--- src/rtl/fetch_stage.sv ---
// ----------------------------------------------------------------------------
// fetch_stage
//
// Instruction fetch stage feeding the IF/ID pipeline register. It owns the PC,
// issues instruction-memory reads and presents instr_o/npc_o qualified by
// valid_o. If IF/ID stalls while a fetch returns, a one-entry hold buffer
// keeps the instruction until IF/ID accepts it. Downstream redirects restart
// fetching at a new word-aligned PC. A halt stops fetching until reset.
//
// Ports:
//   CLK          system clock; all state updates on the rising edge
//   RST          synchronous active-high reset
//   imemREN      instruction read request
//   imemaddr     instruction read address (always equals the PC)
//   ihit         imemload is valid for imemaddr this cycle
//   imemload     instruction data from memory
//   stall        IF/ID cannot accept this cycle
//   redirect     taken branch/jump from a later stage
//   redirect_pc  redirect target; low two bits are dropped
//   halt         stop fetching permanently (until reset)
//   valid_o      instr_o/npc_o carry a fetched instruction
//   instr_o      fetched instruction (0 when not valid)
//   npc_o        PC+4 of the fetched instruction (0 when not valid)
//   fetch_count  instructions delivered (valid_o && !stall) since reset
// ----------------------------------------------------------------------------
module fetch_stage #(
    parameter logic [31:0] PC_INIT = 32'h0000_0000
) (
    input  logic        CLK,
    input  logic        RST,
    output logic        imemREN,
    output logic [31:0] imemaddr,
    input  logic        ihit,
    input  logic [31:0] imemload,
    input  logic        stall,
    input  logic        redirect,
    input  logic [31:0] redirect_pc,
    input  logic        halt,
    output logic        valid_o,
    output logic [31:0] instr_o,
    output logic [31:0] npc_o,
    output logic [31:0] fetch_count
);

    typedef enum logic [1:0] {
        FETCH  = 2'd0,
        HOLD   = 2'd1,
        HALTED = 2'd2
    } fetchState_t;

    fetchState_t state, stateNext;
    logic [31:0] pc, pcNext;
    logic [31:0] holdInstr, holdInstrNext;
    logic [31:0] holdNpc, holdNpcNext;
    logic        delivered;
    logic [31:0] pcPlus4;

    // Wraps modulo 2^32 by construction.
    assign pcPlus4  = pc + 32'd4;
    assign imemaddr = pc;

    always_comb begin
        // NOTE: every output of this block gets a default first, so no path
        // through the case/if tree leaves a variable unassigned (no latches).
        stateNext     = state;
        pcNext        = pc;
        holdInstrNext = holdInstr;
        holdNpcNext   = holdNpc;
        imemREN       = 1'b0;
        valid_o       = 1'b0;
        instr_o       = 32'd0;
        npc_o         = 32'd0;
        delivered     = 1'b0;

        case (state)
            FETCH: begin
                imemREN = 1'b1;
                if (halt) begin
                    // pc frozen; any returning data is dropped
                    stateNext = HALTED;
                end else if (redirect) begin
                    pcNext    = {redirect_pc[31:2], 2'b00};
                    stateNext = FETCH;
                end else if (ihit) begin
                    valid_o = 1'b1;
                    instr_o = imemload;
                    npc_o   = pcPlus4;
                    pcNext  = pcPlus4;
                    if (stall) begin
                        holdInstrNext = imemload;
                        holdNpcNext   = pcPlus4;
                        stateNext     = HOLD;
                    end else begin
                        delivered = 1'b1;
                    end
                end
            end
            HOLD: begin
                if (halt) begin
                    stateNext = HALTED;
                end else if (redirect) begin
                    // held instruction is simply abandoned
                    pcNext    = {redirect_pc[31:2], 2'b00};
                    stateNext = FETCH;
                end else begin
                    valid_o = 1'b1;
                    instr_o = holdInstr;
                    npc_o   = holdNpc;
                    if (!stall) begin
                        delivered = 1'b1;
                        stateNext = FETCH;
                    end
                end
            end
            default: begin
                // HALTED: only reset leaves this state
                stateNext = HALTED;
            end
        endcase

        // Reset masks the request and the output qualifier in the same cycle.
        if (RST) begin
            imemREN   = 1'b0;
            valid_o   = 1'b0;
            instr_o   = 32'd0;
            npc_o     = 32'd0;
            delivered = 1'b0;
        end
    end

    always_ff @(posedge CLK) begin
        // NOTE: sequential state uses non-blocking assignments so every
        // register samples the pre-edge values, independent of statement order.
        if (RST) begin
            state       <= FETCH;
            pc          <= PC_INIT;
            holdInstr   <= 32'd0;
            holdNpc     <= 32'd0;
            fetch_count <= 32'd0;
        end else begin
            state     <= stateNext;
            pc        <= pcNext;
            holdInstr <= holdInstrNext;
            holdNpc   <= holdNpcNext;
            if (delivered) begin
                fetch_count <= fetch_count + 32'd1;
            end
        end
    end

endmodule

--- config.mk ---
export PLATFORM = sky130hd
export DESIGN_NAME = fetch_stage
export DESIGN_NICKNAME = d
export VERILOG_FILES = /design/src/rtl/fetch_stage.sv
export SDC_FILE = /design/constraint.sdc
export NUM_CORES = 1
export LEC_CHECK = 0
export ABC_AREA = 1
export CORE_MARGIN = 2
export CORE_UTILIZATION = 53
export DETAILED_ROUTE_END_ITERATION = 10
export GPL_TIMING_DRIVEN = 0
export PLACE_DENSITY = 0.85
export SLEW_MARGIN = 20
export SYNTH_ARGS = -nofsm -noshare
export SYNTH_HDL_FRONTEND = slang
export SYNTH_SLANG_ARGS = --single-unit
--- constraint.sdc ---
create_clock -name CLK -period 2.88 [get_ports CLK]
set_input_delay 0.576 -clock CLK [delete_from_list [all_inputs] [get_ports CLK]]
set_output_delay 0.576 -clock CLK [all_outputs]
set_load 0.02 [all_outputs]
======== Word level (Yosys, flattened, before mapping) ========
Cells that the tools add are included.
word-level totals
  memories kept ........................... 0
  bits in writable memories ............... 0
  register bits after elaboration ......... 130
  memory bits (read-only) ................. 0
  bits of input ports ..................... 70
  latch bits .............................. 0
operators by class
  equal/unequal tests ..................... 8
  add/subtract/negate cells ............... 2
  bitwise gates (word level) .............. 2
  magnitude comparators ................... 0
  div/mod/pow operators ................... 0
  multiply operators ...................... 0
  multiplexer cells ....................... 45
  shift operators ......................... 0
  reduce and logical (&&, ||, !) cells .... 5
operators by type and width
  operator                 number
  $mux W32                 17
  $pmux W32 S2             3
  $add A32 B1 Y32 const B  1
  $add A32 B3 Y32 const B  1
  $mux W1                  15
  $mux W2                  7
  $ne A4 B4 Y1 const B     3
  $reduce_and A5 Y1        2
  $ne A2 B2 Y1 const B     3
  $pmux W1 S2              2
  $pmux W2 S2              1
  $ne A3 B3 Y1 const B     1
  $reduce_and A3 Y1        1
  $eq A2 B1 Y1 const B     1
  $logic_not A2 Y1         1
  $not A1 Y1               2
  $reduce_bool A2 Y1       1

======== Depth between registers and ports, before layout ========
Gate-level depths: netlist of the first run.
  depth after elaboration ................. 6
  depth in mapped cells ................... 11
  gate-level depth less buffers ........... 11

======== Least setup slack after synthesis of the first run ========
Ideal clock, no wire load.
  path type ............................... reg2out
  start point ............................. reg pc[2] (netlist: imemaddr[2])
  end point ............................... out npc_o[16]
  stages on the path, launching flop included .. 9
  slack ................................... 0.458 ns
  required time ........................... 2.304 ns
  arrival ................................. 1.846 ns
  cells stage by stage .................... dfxtp_1 -> ha_1 -> nand2_1 -> nor2_4 -> nand2_1 -> nor2_2 -> xor2_1 -> nand2_1 -> a21oi_1
between the ends
  cells in the longest elaborated chain, start to end .. 6
ends and longest elaborated chain
  item                      RTL line  text
  start: declaration        52        logic [31:0] pc, pcNext;
  start signal: assignment  142       pc <= pcNext;
  $add A32 B3 Y32           59        assign pcPlus4 = pc + 32'd4;
  $mux W32                  84        end else if (ihit) begin
  $mux W32                  81        end else if (redirect) begin
  $mux W32                  78        if (halt) begin
  $pmux W32 S2              75        case (state)
  $mux W32                  122       if (RST) begin
  end: declaration          41        output logic [31:0] npc_o,
Every way passes these cells.

======== Worst setup path in the final report of the first run ========
  start point ............................. in halt
  end point ............................... out npc_o[27]
between the ends
  cells in the longest elaborated chain, start to end .. 3
  elaborated cells between the ends (all ways) .. 4
  those cells by class .................... mux (4)
ends and longest elaborated chain
  item                         RTL line  text
  start: declaration           38        input logic halt,
  $mux W32 (on tied branches)  99, 78
  $pmux W32 S2 (*)             75
  $mux W32 (*)                 122
Mark *: on every way between the ends. The rest lies on a longest branch, timed or not.

==> results of run 1 <==
cell usage in the layout (no fill, tap or decap), types with 26 or more instances in the layout:
| cell type | synthesis | routed |
|---|---|---|
| a21oi_1 | 187 | 183 |
| buf_2 | 28 | 29 |
| buf_4 | 5 | 26 |
| clkbuf_2 | 0 | 38 |
| clkdlybuf4s50_1 | 0 | 128 |
| dfxtp_1 | 126 | 107 |
| inv_1 | 66 | 66 |
| nand2_1 | 440 | 437 |
| nand3_1 | 45 | 45 |
| nor2_1 | 110 | 107 |
| o21ai_0 | 52 | 52 |
logic make-up (layout without fill, tap and decap cells):
logic type               after synthesis  count (layout)  share of synthesized area
adder cells (fa/ha/maj)                2               2                    0.00342
flip-flops                           126             126                      0.344
AO/OA/AOI/OAI                        265             265                      0.189
XOR/XNOR                              20              20                     0.0260
buffers and inverters                137             370                     0.0820
AND/OR/NAND/NOR                      634             634                      0.355
other                                  1               4                   0.000512
power by group:
group	switching [mW]	leakage (nW)	internal (mW)
Sequential	0.0735	1.03	1.80
Clock	0.779	0.260	1.19
Combinational	0.337	2.47	0.250
Total	1.19	3.76	3.24
state kept, by name, indices dropped and copies added (netlist names):
signal       flops
fetch_count     32
holdInstr       32
holdNpc         30
imemaddr        30
state            2
what timing repair did:
item,4_1_cts,5_1_grt
hold buffers,0,0
hold endpoints to repair,0,0
pin swaps,3,7
gates resized for setup,172,105
setup buffers,2,7
endpoints found under the setup margin,64,63
how the worst min path moves through the flow:
stage | startpoint | to | slack [ps] | cells after the start
after floorplan | holdInstr[27]$_SDFFE_PP0P_ | holdInstr[27]$_SDFFE_PP0P_ | 440 | 2
after global placement | holdInstr[10]$_SDFFE_PP0P_ | holdInstr[10]$_SDFFE_PP0P_ | 450 | 2
after detailed placement | holdInstr[28]$_SDFFE_PP0P_ | holdInstr[28]$_SDFFE_PP0P_ | 450 | 2
after CTS | holdInstr[21]$_SDFFE_PP0P_ | holdInstr[21]$_SDFFE_PP0P_ | 460 | 2
after global routing | holdInstr[28]$_SDFFE_PP0P_ | holdInstr[28]$_SDFFE_PP0P_ | 480 | 2
final | holdInstr[26]$_SDFFE_PP0P_ | holdInstr[26]$_SDFFE_PP0P_ | 460 | 2
final cells by class:
class	instances	area share
Buffer	63	0.0361
Clock buffer	23	0.0456
Clock inverter	8	0.00673
Inverter	74	0.0288
Multi-Input combinational cell	925	0.431
Sequential cell	126	0.254
Tap cell	176	0.0219
Timing Repair Buffer	202	0.176
layer usage:
layer | up-vias | track usage | wire length, um
li1 | 4246 | - | -
met1 | 4158 | 0.446 | 10400
met2 | 540 | 0.583 | 12500
met3 | 81 | 0.0660 | 2480
met4 | 0 | 0.148 | 1080
met5 | - | 0 | 0
stage by stage:
stage | cell area, sq um | TNS, ps | cells | worst slack, ps | total power [mW]
global route | 10000 | -248 | 1597 | -52.4 | 4.55
detailed placement | 9490 | -34160 | 1557 | -738 | 2.45
CTS | 10100 | -53.1 | 1590 | -40.2 | 4.39
finish | 10000 | -18.8 | 1597 | -18.8 | 4.43
global placement | 9490 | -34310 | 1557 | -800 | 2.44
floorplan | 7330 | 0 | 1188 | 458 | 2.16
worst min-delay path, cell delays in order (launching register included):
cell	delay (ps)
dfxtp_1	310
nand2_1	60
a21oi_1	50
==> impl_summary.log, run 1 <==
INFO  metric io_pins = 200
INFO  metric timing_max_transition_violations_final = 0
INFO  metric fp.coreArea = 13300 sq um
INFO  metric arrival = 2320 ps
INFO  metric drt-pass1-iter-count = 6
INFO  metric clock_tree.buffer_depth = 2
INFO  metric sequential_cell_area = 2550 sq um
INFO  metric area_growth = 37.1%
INFO  metric worstReg2RegStart = fetch_count[0]$_SDFFE_PP0P_
INFO  metric crit_family = buffers and inverters
INFO  metric clock_tree.root_cell = clkbuf_16
INFO  metric vias_per_cell = 5.65
INFO  metric synth_cell_type_count = 37
INFO  metric synth_top_area_cell = dfxtp_1
INFO  metric timing.critical_path.to = npc_o[27]
INFO  metric critical_path.endpoint_type = output pin
INFO  metric synth_top_flop_cell = dfxtp_1
INFO  metric die-area = 14800 sq um
INFO  metric syn-mean-instance-area = 6.18 sq um
INFO  metric clk_pin_slew_worst_paths = 50 ps
INFO  metric final_wtd_congestion = 0.979
INFO  metric floorplan.die.height = 122 um
INFO  metric min_period_over_period = 1.01
INFO  metric violated_checks = negative setup slack
INFO  metric count_of_buffers_inserted_at_the_top_level_ports = 193
INFO  metric antenna_cells = 0
INFO  metric synthesis.instances = 1185
INFO  metric synth_warnings = 0
INFO  metric critPathSlowestCell = clkdlybuf4s50_1
INFO  metric drc_errors = 0
INFO  metric critical_path_depth = 8
INFO  metric pwr_density_cell = 441 nW/um^2
INFO  metric postSynthRegisterBits = 126
INFO  metric start_util = 0.549
INFO  metric cts_tree = built
INFO  metric hold_vio_cnt_final = 0
INFO  metric outcome = finished with violations
INFO  metric grt_usage = 0.350
INFO  metric detailroute.via_count = 9025
INFO  metric crit_path_max_incr_delay = 490 ps
INFO  metric total_of_max_cap_violations = 0
INFO  metric synth_top_cells_by_count = 440 x nand2_1, 187 x a21oi_1, 126 x dfxtp_1
INFO  metric worst_pin_slew = 608 ps
INFO  metric grt_start_max_net_pins = 17
INFO  metric finalSetupViolCount = 1
INFO  metric dr.first_iter.drc_count = 923
INFO  metric timing.critical_path.cells = clkdlybuf4s50_1, nor2_4, nand3_4, clkinv_4, buf_4, nand2_1, a21oi_2, clkdlybuf4s15_2
INFO  metric rsz0062_at_grt = yes
INFO  metric wl_per_cell = 16.6 um
INFO  metric crit-reg2reg-capture = fetch_count[16]$_SDFFE_PP0P_
INFO  metric std_cell_rows = 42
INFO  metric cts.sink_count = 126
INFO  metric worst_reg_to_reg_path_cell_count = 10
INFO  metric achievable-frequency = 345 MHz
INFO  metric worst_setup_path_startpoint = halt
INFO  metric die_x_extent = 122 um
INFO  metric synth-edff-count = 0
INFO  metric synthesis.area = 7320 sq um
INFO  metric totalWireLength = 26500 um
INFO  metric max-slew-margin-rel = 0.595
INFO  metric drt.antenna.violating_nets = 0
INFO  metric synth.yosys.seq_area_share = 0.344
INFO  metric timing.final.ws_setup = -18.8 ps
INFO  metric post_synth_main_area_contributors = dfxtp_1 34%, nand2_1 23%, a21oi_1 13%
INFO  metric postLayoutCoreUtil = 0.752
INFO  metric dp_hpwl = 18700 um
INFO  metric criticalPathCategory = input port to output pin
INFO  metric postSynth.asyncResetShare = 0
INFO  metric hold_ws = 462 ps
INFO  metric drive_above_1_share = 0.145
INFO  metric number_of_global_route_vias_before_repair = 8288
INFO  metric crit_required = 2300 ps
INFO  metric min_cycle_time_layout = 2900 ps
INFO  metric tritoncts.num_buffers = 17
INFO  metric worst_setup_path_start_kind = input port
INFO  metric power.leakage = 3.76 nW
INFO  metric post-synth-top-count-cell = nand2_1
INFO  metric grt_pass1_wl = 40900 um
INFO  metric power.ir.vdd_worst = 0.545 mV
INFO  metric number_of_antenna_violations_at_the_first_check_in_global_routing = 0
INFO  metric global_route.overflow_total = 0
INFO  metric design.final.nets = 1481
INFO  metric synthDominantCellAreaShare = 0.344
INFO  metric worst_clock_skew = 7.28 ps
INFO  metric filler_cell_count = 1123
INFO  metric later_pin_clock_latency_in_the_skew_report = 420 ps
INFO  metric multi_input_comb_area = 4330 sq um
INFO  metric setup.reg_to_reg.worst_slack = 910 ps
INFO  metric crit_path_max_fanout = 10
INFO  metric crit_buf_inv = 4
INFO  metric htreeDepth = 4
INFO  metric hold_path_class = flop to flop
Power figures use the tool's default switching activity.
==> inputs of run 2 (changes only) <==
--- a/config.mk
+++ b/config.mk
@@ -11,4 +11,5 @@
 export DETAILED_ROUTE_END_ITERATION = 10
 export GPL_TIMING_DRIVEN = 0
+export MAX_ROUTING_LAYER = met4
 export PLACE_DENSITY = 0.85
 export SLEW_MARGIN = 20
==> constraint.sdc (replaced) <==
create_clock -name CLK -period 2.88 [get_ports CLK]
set_input_delay 0.576 -clock CLK [delete_from_list [all_inputs] [get_ports CLK]]
set_output_delay 0.576 -clock CLK [all_outputs]
set_load 0.1 [all_outputs]
==> run 2 against run 1 <==
  * The flow still finishes with violations (negative setup slack)
  * Global-route usage up 0.91 points
  * Sequential power about the same
  * Worst hold slack worse by 2.1 ps
  * Clock-buffer cell count down 4
  * Fmax down 0.10%
  * Critical path type is now flop to output pin
  * Largest cell class unchanged
  * Largest power group unchanged
==> impl_summary.log, run 2 (synthesized netlist as in run 1, its figures left out) <==
INFO  metric outcome = finished with violations (unchanged)
INFO  metric violated_checks = negative setup slack (unchanged)
INFO  metric hold_path_class = flop to flop (unchanged)
INFO  metric detailroute.via_count = 8985 (was 9025)
INFO  metric clk_pin_slew_worst_paths = 60 ps (was 50 ps)
INFO  metric achievable-frequency = 345 MHz (about the same)
INFO  metric max-slew-margin-rel = 0.330 (was 0.595)
INFO  metric worst_reg_to_reg_path_cell_count = 10 (unchanged)
INFO  metric cts.sink_count = 126 (unchanged)
INFO  metric drt.antenna.violating_nets = 0 (unchanged)
INFO  metric die-area = 14800 sq um (unchanged)
INFO  metric setup.reg_to_reg.worst_slack = 930 ps (was 910 ps)
INFO  metric preCtsSetupSlack = -1190 ps (was -738 ps)
INFO  metric vias_per_cell = 5.63 (was 5.65)
INFO  metric share_seq_of_total_power = 0.367 (was 0.423)
INFO  metric hold_vio_cnt_final = 0 (unchanged)
INFO  metric number_of_antenna_violations_at_the_first_check_in_global_routing = 0 (unchanged)
INFO  metric global_route.overflow_total = 0 (unchanged)
INFO  metric cts_tree = built (unchanged)
INFO  metric count_of_buffers_inserted_at_the_top_level_ports = 193 (unchanged)
INFO  metric p_int = 3.54 mW (was 3.24 mW)
INFO  metric worst_clock_skew = 7.58 ps (was 7.28 ps)
INFO  metric htreeDepth = 4 (unchanged)
INFO  metric pwr_density_cell = 466 nW/um^2 (was 441 nW/um^2)
INFO  metric timing.final.ws_setup = -21.7 ps (was -18.8 ps)
INFO  metric finalSetupViolCount = 2 (was 1)
INFO  metric worst_pin_slew = 1000 ps (was 608 ps)
INFO  metric min_cycle_time_layout = 2900 ps (about the same)
INFO  metric worst_hold_path.num_cells = 2 (unchanged)
INFO  metric design.final.nets = 1480 (was 1481)
INFO  metric wl_per_cell = 16.7 um (was 16.6 um)
INFO  metric crit-reg2reg-capture = fetch_count[16]$_SDFFE_PP0P_ (unchanged)
INFO  metric later_pin_clock_latency_in_the_skew_report = 420 ps (about the same)
INFO  metric worst_setup_path_start_kind = flop (was input port)
INFO  metric start_point_of_the_worst_hold_path = holdInstr[29]$_SDFFE_PP0P_ (was holdInstr[26]$_SDFFE_PP0P_)
INFO  metric pwr-share-comb = 0.179 (was 0.132)
INFO  metric clock_tree.buffer_depth = 2 (unchanged)
INFO  metric drc_errors = 0 (unchanged)
INFO  metric start_util = 0.549 (unchanged)
INFO  metric crit_path_max_fanout = 6 (was 10)
INFO  metric drt-pass1-iter-count = 8 (was 6)
INFO  metric arrival = 2330 ps (was 2320 ps)
INFO  metric rsz0062_at_grt = yes (unchanged)
INFO  metric worstReg2RegStart = fetch_count[0]$_SDFFE_PP0P_ (unchanged)
INFO  metric tritoncts.num_buffers = 17 (unchanged)
INFO  metric area_growth = 49.6% (was 37.1%)
INFO  metric grt_usage = 0.359 (was 0.350)
INFO  metric dr_wl_met3 = 2960 um (was 2480 um)
INFO  metric floorplan.die.height = 122 um (unchanged)
INFO  metric layout_common_cells = 422 x nand2_1, 144 x a21oi_1, 128 x clkdlybuf4s50_1 (was 437 x nand2_1, 183 x a21oi_1, 128 x clkdlybuf4s50_1)
INFO  metric dp_hpwl = 19200 um (was 18700 um)
INFO  metric grt_start_max_net_pins = 17 (unchanged)
INFO  metric critical_path.endpoint_type = output pin (unchanged)
INFO  metric drive_above_1_share = 0.201 (was 0.145)
INFO  metric postLayoutCoreUtil = 0.821 (was 0.752)
INFO  metric std_cell_rows = 42 (unchanged)
INFO  metric highest_layer = met4 (unchanged)
INFO  metric min_delay_worst_endpoint = holdInstr[29]$_SDFFE_PP0P_ (was holdInstr[26]$_SDFFE_PP0P_)
INFO  metric dr.first_iter.drc_count = 1172 (was 923)
INFO  metric total_of_max_cap_violations = 0 (unchanged)
INFO  metric swShare = 0.306 (was 0.268)
INFO  metric biggestRegsByFlops = fetch_count: 32 flops, holdInstr: 32 flops (unchanged)
INFO  metric cts-hold-fix-buffers = 0 (unchanged)
INFO  metric p_switching = 1.56 mW (was 1.19 mW)
INFO  metric wl_met1 = 10900 um (was 10400 um)
INFO  metric number_of_global_route_vias_before_repair = 7971 (was 8288)
INFO  metric criticalPathCategory = flop to output pin (was input port to output pin)
INFO  metric timing_max_transition_violations_final = 0 (unchanged)
INFO  metric hold_ws = 460 ps (was 462 ps)
INFO  metric grt_pass1_wl = 40500 um (was 40900 um)
INFO  metric dr_wl_met2 = 12300 um (was 12500 um)
INFO  metric io_pins = 200 (unchanged)
INFO  metric p_clk_frac = 0.453 (was 0.445)
INFO  metric clock_tree.root_cell = clkbuf_16 (unchanged)
INFO  metric antenna_cells = 0 (unchanged)
INFO  metric commonest_non_fill_non_tap_cell_in_the_layout = nand2_1 (unchanged)
INFO  metric power.ir.vdd_worst = 0.413 mV (was 0.545 mV)
INFO  metric totalWireLength = 26600 um (was 26500 um)
INFO  metric fp.coreArea = 13300 sq um (unchanged)
INFO  metric power.leakage = 3.93 nW (was 3.76 nW)
INFO  metric min_period_over_period = 1.01 (about the same)
INFO  metric die_x_extent = 122 um (unchanged)
INFO  metric crit_required = 2300 ps (about the same)
INFO  metric final_wtd_congestion = 0.972 (was 0.979)
==> run 2: through the flow <==
stage          cells  total power [mW]  cell area (sq um)  TNS [ps]
2_1_floorplan   1188              2.47               7730     -5930
3_3_place_gp    1557              2.75               9880    -65580
3_5_place_dp    1557              2.76               9880    -65310
4_1_cts         1591              5.05              10700         0
5_1_grt         1597              5.23              11000      -519
6_report        1597              5.11              11000     -37.6
==> run 2: power by group through the flow <==
stage | clock network [mW] | logic, mW | registers [mW]
after floorplan | 0 | 0.346 | 2.12
after global placement | 0 | 0.854 | 1.90
after detailed placement | 0 | 0.863 | 1.90
after CTS | 2.31 | 0.879 | 1.87
after global routing | 2.40 | 0.953 | 1.88
final | 2.32 | 0.916 | 1.88
==> run 2: area by class of cell <==
cell class	count	area, sq um
Buffer	63	369
Timing Repair Buffer	201	2120
Sequential cell	126	2560
Inverter	74	287
Tap cell	176	220
Multi-Input combinational cell	925	4770
Clock inverter	13	186
Fill cell	967	2390
Clock buffer	19	443
==> run 2: repair_timing <==
action,in CTS,in global routing
buffers inserted,2,6
setup endpoints to repair,64,52
gates resized for setup,464,56
pin swaps,6,24
==> run 2: how the worst max path moves through the flow <==
stage	slack, ps	cells past startpoint	start	end
floorplan	-380	4	RST	instr_o[0]
global placement	-1140	6	RST	instr_o[0]
detailed placement	-1190	6	RST	instr_o[6]
CTS	0.6	10	imemaddr[2]$_SDFFE_PP0P_	npc_o[20]
global route	-80	9	imemaddr[6]$_SDFFE_PP0P_	npc_o[21]
finish	-20	9	imemaddr[2]$_SDFFE_PP0P_	npc_o[18]
==> run 2: worst max-delay path, stage by stage (launching register included) <==
cell and delay [ps]:
dfxtp_4 400, ha_4 160, nand2_4 60, nor2_4 190, nand2_4 100, nor2_4 260
xor2_4 260, nand2_2 100, a21oi_4 170, buf_12 190
==> run 2: routing by layer <==
metal	global-route usage	vias to the layer above
li1	-	4245
met5	-	-
met2	0.559	524
met4	0.0869	0
met1	0.486	4163
met3	0.0684	53
==> RTL change (flow settings as in run 1) <==
`holdNpc` no longer has a reset.
--- a/src/rtl/fetch_stage.sv
+++ b/src/rtl/fetch_stage.sv
@@ -137,3 +137,2 @@
             holdInstr   <= 32'd0;
-            holdNpc     <= 32'd0;
             fetch_count <= 32'd0;
@@ -143,3 +142,2 @@
             holdInstr <= holdInstrNext;
-            holdNpc   <= holdNpcNext;
             if (delivered) begin
@@ -150,2 +148,6 @@
 
+    always_ff @(posedge CLK) begin
+        holdNpc <= holdNpcNext;
+    end
+
 endmodule
Check against the original RTL: same outputs for any inputs over 4 cycles, from zero or initial values and one cycle with RST high; that may be too few to reach the edited logic, so the function may still have changed.
==> RTL change against run 1 <==
  * Total power up 5.9%
  * Wire length down 6.5%
  * Combinational power decreased by 6.5%
  * Core utilization grew 0.47 points
  * Area after synthesis shrank 2.4%
  * Largest power group unchanged
  * Register-to-register slack lost 0.34 ns
  * Setup slack improved by 0.047 ns
  * Cell area is 0.56% lower
  * Sequential cell count is the same
==> RTL change: results (changes against run 1) <==
| Metric | Value |
|---|---|
| Worst Hold End | holdInstr[10] |
| Register area share after synthesis | 39.50% (+5.1 points) |
| FF-to-FF path depth | 6 (-4) |
| Critical Path AT | 2.28 ns (-0.04 ns) |
| Sw Share | 26.02% (-0.83 points) |
| Leakage dissipation | 3.632 nW (-3.3%) |
| Status | completed |
| Vias per Instance | 5.588 (-1.1%) |
| Hold Slack | 0.4618 ns (-0.0003110 ns) |
| Largest net degree at the start of global routing | 40 (+23) |
| Post-synth EDFFs | 30 (+30) |
| Non-filler cells, final | 1495 (-6.4%) |
| Vias in the first global route | 7861 (-5.2%) |
| R2R Setup Slk | 0.57 ns (-0.34 ns) |
| Total routed wirelength | 24770 um (-6.5%) |
| Compound-Gate Fraction of Synth Area | 15.30% (-3.6 points) |
| Layout net count | 1378 (-7.0%) |
| Post-DP Area | 9310 um2 (-1.9%) |
| Detailed placement HPWL | 17320 um (-7.5%) |
| VDD IR max | 0.0004560 V (-16%) |
| GPL Wtd Cong | 0.9579 (-2.2%) |
| Worst slew pin tran | 0.9516 ns (+0.3441 ns) |
| Top cells by count, synth | nand2_1, a21oi_1, nor2_1 |
| Fmax | 350.6 MHz (+1.6%) |
| Worst min-delay path startpoint | holdInstr[10] |
==> RTL change: cell count changes in the layout (fill, tap and decap cells not counted), moves of 12 or more <==
cell and change:
edfxtp_1 +30, a21oi_1 -15, o21bai_1 -12, inv_1 -15, nand2_1 -46, dfxtp_1 -27
o21ai_0 -18
==> RTL change: area by class of cell <==
type / instances / area (um2) / share of cell area (%)
Tap cell: 176 / 220.2 / 2.205
Clock buffer: 20 / 478.0 / 4.786
Inverter: 57 / 221.5 / 2.218
Multi-Input combinational cell: 847 / 3954 / 39.59
Buffer: 56 / 330.3 / 3.308
Sequential cell: 126 / 2845 / 28.49
Clock inverter: 12 / 133.9 / 1.341
Timing Repair Buffer: 201 / 1803 / 18.06
==> RTL change: worst max-delay path: stages <==
cell and delay, ns:
clkdlybuf4s50_1 0.47, nor2_4 0.16, nand2_2 0.12, inv_4 0.14, clkbuf_4 0.22, nand2_1 0.06
a21oi_1 0.22, clkdlybuf4s15_2 0.30
==> RTL change: repair_timing <==
item	CTS	global route
endpoints found under the hold margin	0	0
setup endpoints to repair	64	63
buffers inserted	4	4
gates resized for setup	177	108
pin swaps	4	7
==> RTL change: power groups by stage <==
stage               clock, W  sequential, W  combinational (W)
CTS                  0.00221        0.00192           0.000531
global placement           0        0.00196           0.000513
finish               0.00221        0.00193           0.000549
detailed placement         0        0.00196           0.000521
global route         0.00229        0.00194           0.000584
floorplan                  0        0.00198           0.000221
==> RTL change: cells by family after synthesis <==
logic type | count (synthesis)
buf+inv | 113
other cells | 1
flops | 126
compound gates | 215
fa+ha+maj | 2
xor+xnor | 21
simple gates | 605
==> RTL change: layer usage <==
metal	GRT usage [%]	vias up	wire, um
met1	41.36	3806	9729
met2	55.26	509	11600
met4	18.82	0	1266
met3	6.654	101	2179
met5	0	-	0
li1	-	3938	-
